[src/rtl/hex_pkg.sv]
// Shared constants and state encoding for the hex line streamer.
// Lines are "<ch>:<8 hex digits>\r\n", LINE_LEN bytes each.
package hex_pkg;
   localparam logic [7:0] ASCII_ZERO  = 8'h30;
   localparam logic [7:0] ASCII_COLON = 8'h3A;
   localparam logic [7:0] ASCII_CR    = 8'h0D;
   localparam logic [7:0] ASCII_LF    = 8'h0A;
   localparam int         LINE_LEN    = 12;

   typedef enum logic {IDLE, SEND} state_e;
endpackage

[src/rtl/hex_nibble_ascii.sv]
// Combinational nibble to uppercase ASCII hex digit.
module hex_nibble_ascii
   import hex_pkg::*;
(
   input  logic [3:0] nibble,
   output logic [7:0] ascii
);
   always_comb begin
      if (nibble <= 4'd9) ascii = ASCII_ZERO + {4'h0, nibble};
      else                ascii = 8'h37 + {4'h0, nibble};
   end
endmodule

[src/rtl/hex_line_streamer.sv]
// Round-robin arbiter that latches one requester's 32-bit value and streams it
// as a 12-byte ASCII line over a valid/ready byte channel.
module hex_line_streamer
   import hex_pkg::*;
#(
   parameter int NUM_CH = 4
) (
   input  logic                   clk,
   input  logic                   reset_n,
   input  logic [NUM_CH-1:0]      req,
   input  logic [32*NUM_CH-1:0]   value,
   output logic [NUM_CH-1:0]      grant,
   output logic [7:0]             tx_data,
   output logic                   tx_valid,
   input  logic                   tx_ready
);
   localparam int CH_W     = (NUM_CH > 1) ? $clog2(NUM_CH) : 1;
   localparam int IDX_LAST = LINE_LEN - 1;

   state_e              state_q, state_d;
   logic [CH_W-1:0]     ch_q, ch_d;
   logic [CH_W-1:0]     last_q, last_d;
   logic [31:0]         val_q, val_d;
   logic [3:0]          idx_q, idx_d;
   logic [NUM_CH-1:0]   grant_q, grant_d;

   logic                pick_found;
   logic [CH_W-1:0]     pick_ch;
   logic [CH_W-1:0]     cand_ch;
   int                  cand;
   logic [5:0]          shamt;
   logic [3:0]          nibble;
   logic [7:0]          hex_char;
   logic [7:0]          line_byte;

   // Search starts one past the last winner so every requester gets a turn.
   always_comb begin
      pick_found = 1'b0;
      pick_ch    = '0;
      cand       = 0;
      cand_ch    = '0;
      for (int i = 0; i < NUM_CH; i++) begin
         cand    = (int'(last_q) + 1 + i) % NUM_CH;
         cand_ch = CH_W'(cand);
         if (!pick_found && req[cand_ch]) begin
            pick_found = 1'b1;
            pick_ch    = cand_ch;
         end
      end
   end

   // Byte indices 2..9 map to nibbles [31:28] down to [3:0].
   assign shamt  = {4'd9 - idx_q, 2'b00};
   assign nibble = 4'(val_q >> shamt);

   hex_nibble_ascii u_nib (
      .nibble (nibble),
      .ascii  (hex_char)
   );

   always_comb begin
      case (idx_q)
         4'd0:    line_byte = ASCII_ZERO + 8'(ch_q);
         4'd1:    line_byte = ASCII_COLON;
         4'd10:   line_byte = ASCII_CR;
         4'd11:   line_byte = ASCII_LF;
         default: line_byte = hex_char;
      endcase
   end

   always_comb begin
      state_d = state_q;
      ch_d    = ch_q;
      last_d  = last_q;
      val_d   = val_q;
      idx_d   = idx_q;
      grant_d = '0;
      case (state_q)
         IDLE: begin
            if (pick_found) begin
               ch_d             = pick_ch;
               last_d           = pick_ch;
               val_d            = value[{pick_ch, 5'b0} +: 32];
               idx_d            = '0;
               grant_d[pick_ch] = 1'b1;
               state_d          = SEND;
            end
         end
         SEND: begin
            if (tx_ready) begin
               if (idx_q == 4'(IDX_LAST)) begin
                  state_d = IDLE;
                  idx_d   = '0;
               end else begin
                  idx_d = idx_q + 4'd1;
               end
            end
         end
         default: state_d = IDLE;
      endcase
   end

   always_ff @(posedge clk) begin
      if (!reset_n) begin
         state_q <= IDLE;
         ch_q    <= '0;
         last_q  <= CH_W'(NUM_CH - 1);
         val_q   <= '0;
         idx_q   <= '0;
         grant_q <= '0;
      end else begin
         state_q <= state_d;
         ch_q    <= ch_d;
         last_q  <= last_d;
         val_q   <= val_d;
         idx_q   <= idx_d;
         grant_q <= grant_d;
      end
   end

   assign grant    = grant_q;
   assign tx_valid = (state_q == SEND);
   assign tx_data  = tx_valid ? line_byte : 8'h00;
endmodule

[config.mk]
export PLATFORM = sky130hd
export DESIGN_NAME = hex_line_streamer
export DESIGN_NICKNAME = d
export VERILOG_FILES = /design/src/rtl/hex_pkg.sv /design/src/rtl/hex_nibble_ascii.sv /design/src/rtl/hex_line_streamer.sv
export SDC_FILE = /design/constraint.sdc
export NUM_CORES = 1
export LEC_CHECK = 0
export CAP_MARGIN = 20
export CORE_MARGIN = 8
export CORE_UTILIZATION = 55
export CTS_CLUSTER_DIAMETER = 100
export CTS_CLUSTER_SIZE = 10
export DETAILED_ROUTE_END_ITERATION = 6
export DONT_BUFFER_PORTS = 1
export PLACE_DENSITY_LB_ADDON = 0.05
export RECOVER_POWER = 50
export SLEW_MARGIN = 20
export SYNTH_ARGS = -nofsm -noshare
export SYNTH_HDL_FRONTEND = slang
export SYNTH_HIERARCHICAL = 1
export SYNTH_SLANG_ARGS = --single-unit
export TNS_END_PERCENT = 20
[constraint.sdc]
create_clock -name clk -period 3.49 [get_ports clk]
set_input_delay 0.698 -clock clk [delete_from_list [all_inputs] [get_ports clk]]
set_output_delay 0.698 -clock clk [all_outputs]
set_load 0.02 [all_outputs]
==> impl_metrics.env, run 1 <==
export IMPL_yosysUniqueCellTypes=52
export IMPL_grt_max_degree=69
export IMPL_crit_family="multiplexers"
export IMPL_violations="capacitance limit, slew limit"
export IMPL_clk_path_buf_depth=2
export IMPL_ant_nets=0
export IMPL_cp_max_fo=8
export IMPL_finalCritPeriodShare_pct=98.44
export IMPL_crit_chain="buf_12 > mux4_2 > mux2i_2 > nor2_2 > inv_2 > ha_2 > nor2_2 > a21boi_2 > nor3b_2 > a21boi_2 > nor3_2 > nor3_2 > buf_4"
export IMPL_synth_seq_cells=45
export IMPL_yosys_warnings=6
export IMPL_cts_root_buf="clkbuf_8"
export IMPL_place_gp_congestion=0.8114
export IMPL_vias=3049
export IMPL_start_util_pct=56.13
export IMPL_p_leak_uw=0.001292
export IMPL_layout_nets=522
export IMPL_syn_to_final_growth_pct=4.143
export IMPL_io_buffers=0
export IMPL_place_hpwl_um=7104
export IMPL_min_period_ns=3.436
export IMPL_worst_setup_path_type="reg -> out"
export IMPL_diodes=0
export IMPL_ios=148
export IMPL_worst_hold_path_type="reg -> reg"
export IMPL_clock_sinks=45
export IMPL_grt_usage_pct=20.52
export IMPL_vias_per_cell=6.686
export IMPL_multi_input_area_um2=2361
export IMPL_placed_area_um2=3536
export IMPL_cp_required_ns=2.79
export IMPL_power_density_nw_per_um2=390.2
export IMPL_clock_latency_ns=0.30
export IMPL_critPathSlowestCell="mux4_2"
export IMPL_cp_start_kind="flip-flop"
export IMPL_synth_seq_area_share_pct=25.71
export IMPL_grt_pass1_vias=3034
export IMPL_clkTransAtPathRegs_ns=0.09
export IMPL_gr_total_overflow=0
export IMPL_max_freq_mhz=291.1
export IMPL_die_area_um2=9180
export IMPL_num_fill_cells=609
export IMPL_max_vdd_ir_drop_v=0.0002752
export IMPL_tightest_slew_ns=1.674
export IMPL_place_ws_ns=0.1034
export IMPL_status="complete, but fails checks"
export IMPL_max_cap_viol_count=2
export IMPL_routed_wl_um=9792
export IMPL_cts_tree="yes"
export IMPL_core_area_um2=6241
export IMPL_drc=0
export IMPL_grt_first_pass_wirelength_um=15070
export IMPL_die_h_um=95.81
export IMPL_syn_inst=394
export IMPL_syn_area_um2=3503
export IMPL_wl_per_cell_um=21.47
export IMPL_setup_viol=0
export IMPL_regArea_um2=902.1
export IMPL_synth_edff_count=0
export IMPL_relSlewSlack_pct=-11.60
export IMPL_antenna_found_initial=0
export IMPL_worstPathArrival_ns=2.74
export IMPL_rsz0062_at_grt="true"
export IMPL_worstSetupEndpointType="output pin"
export IMPL_syn_num_nets=537
export IMPL_fp_row_count=29
export IMPL_final_layout_size_suffix_gt1_share_pct=19.00
export IMPL_skew_ns=0.005681
export IMPL_die_x_um=95.81
export IMPL_critPathBufInv=3
export IMPL_cp_slowest_stage_delay_ns=0.52
export IMPL_drtIter0Drc=161
export IMPL_finalHoldViolations=0
export IMPL_drv_slew=64
export IMPL_final_area_um2=3649
export IMPL_async_flop_share_pct=0
export IMPL_cts_buffers=5
export IMPL_avgSynthCellArea_um2=8.892
export IMPL_setup_tns_ns=0
export IMPL_ys_flop_type="dfxtp_1"
export IMPL_dr_pass1_iters=4
export IMPL_htree_levels=2
export IMPL_setup_ws_ns=0.05440
==> kinds of logic (layout without fill, tap and decap cells) <==
group	count (synthesis)	count (layout)	synth area share (%)
adders and majority gates	8	8	2.857
other	1	1	0.1070
xor gates and xnor gates	2	2	0.5001
DFF	45	45	25.71
muxes	46	46	16.39
buffers and inverters	57	42	8.000
AOI/OAI and AO/OA	176	176	38.50
and+or+nand+nor	59	59	7.928
==> per-layer routing <==
layer,up-vias,GRT usage (%),routed length [µm]
met3,7,5.226,609
met2,104,33.94,4906
li1,1491,-,-
met5,-,0,0
met4,0,4.609,67
met1,1447,26.18,4208
==> path summary, 6_finish.rpt <==
check	start	endpoint	slack, ns	cells past startpoint
setup / recovery	idx_q[1]$_SDFFE_PN0P_	tx_data[3]	0.05	13
hold / removal	ch_q[1]$_SDFFE_PN0P_	ch_q[1]$_SDFFE_PN0P_	0.48	2
setup reg to reg	tx_valid$_SDFF_PN0_	val_q[6]$_SDFFE_PN0P_	0.78	4
hold reg to reg	ch_q[1]$_SDFFE_PN0P_	ch_q[1]$_SDFFE_PN0P_	0.48	2
==> cell usage in the layout (no fill, tap or decap), types with 8 or more instances in the layout <==
| cell | synthesis | final |
|---|---|---|
| mux4_2 | 8 | 8 |
| o211ai_1 | 27 | 27 |
| inv_1 | 16 | 14 |
| nor2_1 | 22 | 22 |
| a221oi_2 | 20 | 16 |
| buf_4 | 10 | 15 |
| dfxtp_1 | 45 | 44 |
| o22ai_1 | 28 | 28 |
| a21oi_1 | 15 | 14 |
| mux2i_1 | 33 | 32 |
| nand2_1 | 14 | 14 |
| o21ai_0 | 46 | 47 |
| a221oi_1 | 7 | 11 |
==> where the power goes <==
| group | switching, µW | total, µW | internal [µW] |
|---|---|---|---|
| registers | 73.0 | 656 | 583 |
| logic | 233 | 438 | 205 |
| clock network | 191 | 329 | 139 |
| total | 497 | 1420 | 926 |
==> through the flow <==
stage               cells  utilization [%]  total power, µW  hold WS (ns)
CTS                   456            58.72             1434        0.4729
finish                456            58.46             1424        0.4805
floorplan             394                -             1031        0.4354
global placement      446            56.66             1101        0.4570
global route          456            58.46             1499        0.4647
detailed placement    446            56.66             1107        0.4607
==> worst register-to-register path: stages, from the launching register on <==
cell and delay [ns]:
dfxtp_1 0.69, a21o_1 0.27, clkbuf_1 1.23, a221oi_1 0.21, o22ai_1 0.24
==> final cells by class <==
class	instances	share of cell area (%)
clock buffer	5	1.886
clock inverter	2	0.4458
inverter	16	1.646
multi-input combinational	292	64.71
sequential	45	24.73
tap	77	2.641
timing repair buffer	19	3.944
==> cell usage after synthesis (all sizes together) (2+ instances only) <==
| cell type | count | area [µm²] |
|---|---|---|
| ha | 8 | 100.1 |
| nand3 | 3 | 15.01 |
| a211oi | 3 | 27.52 |
| nor2 | 24 | 95.09 |
| buf | 27 | 163.9 |
| o22ai | 28 | 175.2 |
| o21ai | 50 | 261.5 |
| clkbuf | 14 | 56.31 |
| nor3 | 3 | 15.01 |
| nor3b | 2 | 15.01 |
| a22oi | 4 | 30.03 |
| and3 | 2 | 12.51 |
| a21oi | 16 | 83.83 |
| o2bb2ai | 5 | 43.79 |
| dfxtp | 45 | 900.9 |
| a21boi | 5 | 41.29 |
| nand2 | 14 | 52.55 |
| a2bb2oi | 2 | 17.52 |
| a31oi | 2 | 12.51 |
| mux2i | 33 | 330.3 |
| inv | 16 | 60.06 |
| mux4 | 8 | 180.2 |
| a221oi | 27 | 361.6 |
| nor2b | 6 | 37.54 |
| nand2b | 3 | 18.77 |
| o211ai | 29 | 236.5 |
| o21a | 2 | 15.01 |
| mux2 | 5 | 63.81 |
==> sequential cells by signal, summed over array words and instances, names as in the netlist <==
| register | cells |
|---|---|
| val_q | 32 |
| grant | 4 |
| idx_q | 4 |
| ch_q | 2 |
| last_q | 2 |
| tx_valid | 1 |
==> what timing repair did <==
| item | in CTS | in global routing |
|---|---|---|
| endpoints found under the setup margin | 4 | 4 |
| pin swaps | 0 | 1 |
| hold buffers | 0 | 0 |
| gates resized for setup | 8 | 5 |
| setup buffers | 3 | 0 |
Power figures use the tool's default switching activity.
==> run 2: changes to the inputs <==
Settings changed: CORE_UTILIZATION 55 to 57.
==> run 2 against run 1 <==
Compared with the run above: highest routed layer unchanged; total power rose by 5.6%; the run still ends with capacitance limit, slew limit left; clock skew fell by 0.0030 ns; sequential power barely moved; die area fell by 2.9%; clock-buffer cell count did not move; global-route usage rose by 0.80 points; critical endpoint unchanged; largest cell class unchanged; routed wire length rose by 2.4%.
==> impl_metrics.env, run 2 (same netlist as run 1, synthesis figures left out) <==
export IMPL_status="complete, but fails checks"
export IMPL_violations="capacitance limit, slew limit"
export IMPL_top_register="val_q"
export IMPL_clk_path_buf_depth=2
export IMPL_final_layout_size_suffix_gt1_share_pct=21.88
export IMPL_diodes=0
export IMPL_worst_setup_path_type="reg -> out"
export IMPL_cp_required_ns=2.79
export IMPL_syn_to_final_growth_pct=8.536
export IMPL_min_period_ns=3.431
export IMPL_final_cell_mix="o21ai_0, dfxtp_1, mux2i_1"
export IMPL_rsz0062_at_grt="true"
export IMPL_layout_nets=527
export IMPL_wl_per_cell_um=21.85
export IMPL_num_fill_cells=510
export IMPL_die_x_um=94.40
export IMPL_cts_tree="yes"
export IMPL_skew_ns=0.002713
export IMPL_postCtsHoldBufs=0
export IMPL_setup_tns_ns=0
export IMPL_relSlewSlack_pct=-21.57
export IMPL_drtIter0Drc=124
export IMPL_clkTransAtPathRegs_ns=0.09
export IMPL_tightest_slew_ns=1.824
export IMPL_drv_slew=73
export IMPL_ant_nets=0
export IMPL_ios=148
export IMPL_cts_root_buf="clkbuf_8"
export IMPL_final_util_pct=64.22
export IMPL_worstPathArrival_ns=2.73
export IMPL_cp_start_kind="flip-flop"
export IMPL_routed_wl_um=10030
export IMPL_power_density_nw_per_um2=395.4
export IMPL_largest_reg_flops=32
export IMPL_clock_sinks=45
export IMPL_start_util_pct=59.17
export IMPL_place_gp_congestion=0.8704
export IMPL_grt_first_pass_wirelength_um=15470
export IMPL_setup_viol=0
export IMPL_io_buffers=0
export IMPL_max_vdd_ir_drop_v=0.0003308
export IMPL_p_leak_uw=0.001357
export IMPL_cts_buffers=5
export IMPL_finalHoldViolations=0
export IMPL_dr_pass1_iters=5
export IMPL_cp_max_fo=5
export IMPL_grt_max_degree=69
export IMPL_fp_row_count=28
export IMPL_vias=3131
export IMPL_final_common_cell="o21ai_0"
export IMPL_worstSetupEndpointType="output pin"
export IMPL_antenna_found_initial=0
export IMPL_drc=0
export IMPL_grt_usage_pct=21.32
export IMPL_max_freq_mhz=291.4
export IMPL_htree_levels=2
export IMPL_grt_pass1_vias=3123
export IMPL_vias_per_cell=6.821
export IMPL_max_cap_viol_count=3
export IMPL_place_hpwl_um=7196
export IMPL_gr_total_overflow=0
export IMPL_worst_hold_path_type="in -> reg"
export IMPL_clock_latency_ns=0.30
export IMPL_finalCritPeriodShare_pct=98.32
export IMPL_die_h_um=94.40
export IMPL_core_area_um2=5921
export IMPL_die_area_um2=8910
## run 2: cell types whose count changed in the layout (fill, tap and decap cells not counted), sizes merged
cell and change:
inv -1, buf +5, bufinv +1
## run 2: area by class of cell
cell class | instances | area [µm²] | share of cell area (%)
clock buffers | 5 | 68.82 | 1.810
clock inverters | 2 | 35.03 | 0.9214
inverters | 16 | 63.81 | 1.678
multi-input cells | 292 | 2400 | 63.11
flip-flops and latches | 45 | 905.9 | 23.82
well taps | 75 | 93.84 | 2.468
repair buffers | 24 | 235.2 | 6.186
## run 2: stage by stage
step / hold WS (ns) / area, µm² / cells / power [µW] / setup slack [ns]
CTS: 0.4708 / 3662 / 449 / 1496 / 0.002485
global placement: 0.4595 / 3531 / 442 / 1101 / 0.2201
global route: 0.4680 / 3802 / 459 / 1579 / -0.08824
finish: 0.4785 / 3802 / 459 / 1504 / 0.05860
detailed placement: 0.4660 / 3531 / 442 / 1109 / 0.1245
floorplan: 0.4354 / 3508 / 394 / 1031 / 0.02156
## run 2: path summary, 6_finish.rpt
kind	cells after the start	endpoint	slack, ns	from
setup / recovery	14	tx_data[3]	0.06	idx_q[1]$_SDFFE_PN0P_
hold reg to reg	2	ch_q[1]$_SDFFE_PN0P_	0.49	ch_q[1]$_SDFFE_PN0P_
setup reg to reg	4	val_q[24]$_SDFFE_PN0P_	0.63	tx_valid$_SDFF_PN0_
hold / removal	1	last_q[1]$_SDFFE_PN1P_	0.48	reset_n
## run 2: report_power, final
group / internal, µW / total (µW) / switching [µW]
logic: 217 / 457 / 240
registers: 582 / 656 / 73.3
clock network: 208 / 391 / 183
total: 1010 / 1500 / 495
## run 2: metal layers
layer	track usage [%]	wire length, µm	vias to the layer above
met5	0	0	-
li1	-	-	1497
met1	26.27	4243	1516
met4	4.359	66	0
met2	36.91	5131	109
met3	4.921	585	9
## run 2: repair_timing
item	4_1_cts	5_1_grt
endpoints found under the hold margin	0	0
pin swaps	0	7
resized for setup	10	11
setup endpoints to repair	3	4
gates cloned	0	1
setup buffers	0	8
## run 2: critical path, cell delays in order, from the launching register on
cell and delay (ns):
dfxtp_4 0.36, buf_12 0.12, clkinvlp_4 0.12, ha_4 0.28, mux2i_1 0.13, nor2_2 0.24
inv_2 0.09, ha_4 0.18, nor2_4 0.11, a21boi_4 0.19, nor3b_2 0.06, a21boi_2 0.17
nor3_2 0.17, nor3_2 0.05, buf_4 0.15
==> run 3: changes to the inputs <==
Settings changed: BUFFER_PORTS_ARGS set to -buffer_cell sky130_fd_sc_hd__buf_2, CORE_UTILIZATION 57 to 53, DONT_BUFFER_PORTS 1 to not set.
Clock period 3.49 ns to 4.3 ns, I/O delays scaled along.
==> run 3 against run 2 <==
Compared with the run above: the run still ends with capacitance limit, slew limit left; sequential cell count did not move; hold slack improved by 0.027 ns; total power fell by 13%; global-route usage rose by 0.12 points; critical endpoint unchanged; combinational power fell by 4%.
==> impl_metrics.env, run 3 (same netlist as run 1, synthesis figures left out) <==
export IMPL_syn_to_final_growth_pct=22.86
export IMPL_final_area_um2=4304
export IMPL_endpoint="tx_data[3]"
export IMPL_cts_buffers=5
export IMPL_setup_tns_ns=0
export IMPL_cp_required_ns=3.44
export IMPL_top_register="val_q"
export IMPL_num_fill_cells=568
export IMPL_max_cap_viol_count=1
export IMPL_r2r_end="val_q[10]$_SDFFE_PN0P_"
export IMPL_cts_root_buf="clkbuf_8"
export IMPL_finalCritPeriodShare_pct=91.99
export IMPL_clock_latency_ns=0.30
export IMPL_placed_area_um2=4174
export IMPL_finalHoldViolations=0
export IMPL_die_x_um=97.30
export IMPL_final_common_cell="buf_2"
export IMPL_clk_path_buf_depth=2
export IMPL_cp_start_kind="flip-flop"
export IMPL_grt_first_pass_wirelength_um=17330
export IMPL_reg2reg_setup_slack_ns=1.31
export IMPL_max_freq_mhz=252.8
export IMPL_relSlewSlack_pct=-13.82
export IMPL_place_ws_ns=0.4687
export IMPL_ios=148
export IMPL_tightest_slew_ns=1.707
export IMPL_max_vdd_ir_drop_v=0.0002078
export IMPL_routed_wl_um=10510
export IMPL_cts_setup_buffers=0
export IMPL_crit_top_cell="nor3_1"
export IMPL_vias_per_cell=6.041
export IMPL_grt_max_degree=69
export IMPL_largest_reg_flops=32
export IMPL_final_util_pct=67.40
export IMPL_status="complete, but fails checks"
export IMPL_ant_nets=0
export IMPL_dr_pass1_iters=5
export IMPL_cp_slowest_stage_delay_ns=0.51
export IMPL_drv_slew=28
export IMPL_crit_chain="buf_4 > mux4_2 > mux2i_1 > nor2_1 > inv_1 > ha_1 > nor2_2 > a21boi_2 > nor3b_2 > a21boi_0 > nor3_1 > nor3_1 > buf_2"
export IMPL_critPathSlowestCell="mux4_2"
export IMPL_die_h_um=97.30
export IMPL_layout_nets=656
export IMPL_drc=0
export IMPL_clock_sinks=45
export IMPL_place_hpwl_um=8044
export IMPL_cp_max_fo=9
export IMPL_htree_levels=2
export IMPL_rsz0062_at_grt="false"
export IMPL_post_cts_resize_count=0
export IMPL_cp_startpoint="idx_q[1]$_SDFFE_PN0P_"
export IMPL_worst_setup_path_type="reg -> out"
export IMPL_die_area_um2=9467
export IMPL_io_buffers=146
export IMPL_core_area_um2=6386
export IMPL_antenna_found_initial=0
export IMPL_finalPower_uw=1309
export IMPL_wl_per_cell_um=17.79
export IMPL_violations="capacitance limit, slew limit"
export IMPL_r2r_start="tx_valid$_SDFF_PN0_"
export IMPL_gr_total_overflow=0
export IMPL_setup_ws_ns=0.3445
export IMPL_grt_usage_pct=21.44
export IMPL_vias=3570
export IMPL_min_period_ns=3.955
export IMPL_final_layout_size_suffix_gt1_share_pct=38.33
export IMPL_place_gp_congestion=0.8143
export IMPL_fp_row_count=29
export IMPL_cts_tree="yes"
export IMPL_rr_worst_depth=4
export IMPL_worstPathArrival_ns=3.10
export IMPL_skew_ns=0.006509
export IMPL_worst_hold_path_type="reg -> reg"
export IMPL_diodes=0
export IMPL_setup_viol=0
export IMPL_worstSetupEndpointType="output pin"
export IMPL_power_density_nw_per_um2=304.2
export IMPL_final_cell_mix="buf_2, o21ai_0, dfxtp_1"
export IMPL_p_leak_uw=0.001826
export IMPL_drtIter0Drc=181
export IMPL_clkTransAtPathRegs_ns=0.09
export IMPL_holdPathStages=2
export IMPL_start_util_pct=54.86
export IMPL_grt_pass1_vias=3735
export IMPL_postCtsHoldBufs=0
==> run 3: cell types whose count changed in the layout (fill, tap and decap cells not counted), sizes merged <==
cell,before,now
buf,21,146
clkbuf,8,13
clkinv,1,0
inv,15,16
==> run 3: worst min-delay path by stage <==
stage               slack [ns]                   end                 start
floorplan                 0.44  ch_q[1]$_SDFFE_PN0P_  ch_q[1]$_SDFFE_PN0P_
global placement          0.47  ch_q[1]$_SDFFE_PN0P_  ch_q[1]$_SDFFE_PN0P_
detailed placement        0.47  ch_q[1]$_SDFFE_PN0P_  ch_q[1]$_SDFFE_PN0P_
CTS                       0.49  ch_q[1]$_SDFFE_PN0P_  ch_q[1]$_SDFFE_PN0P_
global route              0.54  ch_q[1]$_SDFFE_PN0P_  ch_q[1]$_SDFFE_PN0P_
finish                    0.51  ch_q[1]$_SDFFE_PN0P_  ch_q[1]$_SDFFE_PN0P_
==> run 3: worst max-delay path, delay by kind of cell, from the launching register on <==
kind            cells  cell delay (ns)
mux                 2             0.66
fa+ha+maj           1             0.19
buf+inv             3             0.52
simple gates        5             0.59
compound gates      2             0.36
flops               1             0.47
==> run 3: area by class of cell <==
class                           count  area [µm²]  area share (%)
Timing Repair Buffer              153       793.3           18.43
Clock buffer                        6       82.58           1.919
Sequential cell                    45       902.1           20.96
Inverter                           16       60.06           1.395
Clock inverter                      2       37.54          0.8721
Multi-Input combinational cell    292        2332           54.19
Tap cell                           77       96.34           2.238
==> run 3: stage by stage <==
step                      hold WS (ns)  std cells
after global placement          0.4720        582
after global routing            0.5413        591
after detailed placement        0.4730        582
after CTS                       0.4867        590
final                           0.5051        591
after floorplan                 0.4354        394
==> run 3: layer usage <==
metal | routed length [µm] | track usage [%] | vias up
met4 | 158 | 6.760 | 0
met1 | 4366 | 24.40 | 1668
met3 | 670 | 5.405 | 14
met5 | 0 | 0 | -
met2 | 5318 | 38.13 | 130
li1 | - | - | 1758
==> run 3: power by group <==
part	switching, µW	internal (µW)	total, µW
clock	154	189	343
sequential	55.1	473	528
combinational	228	210	438
total	437	872	1310
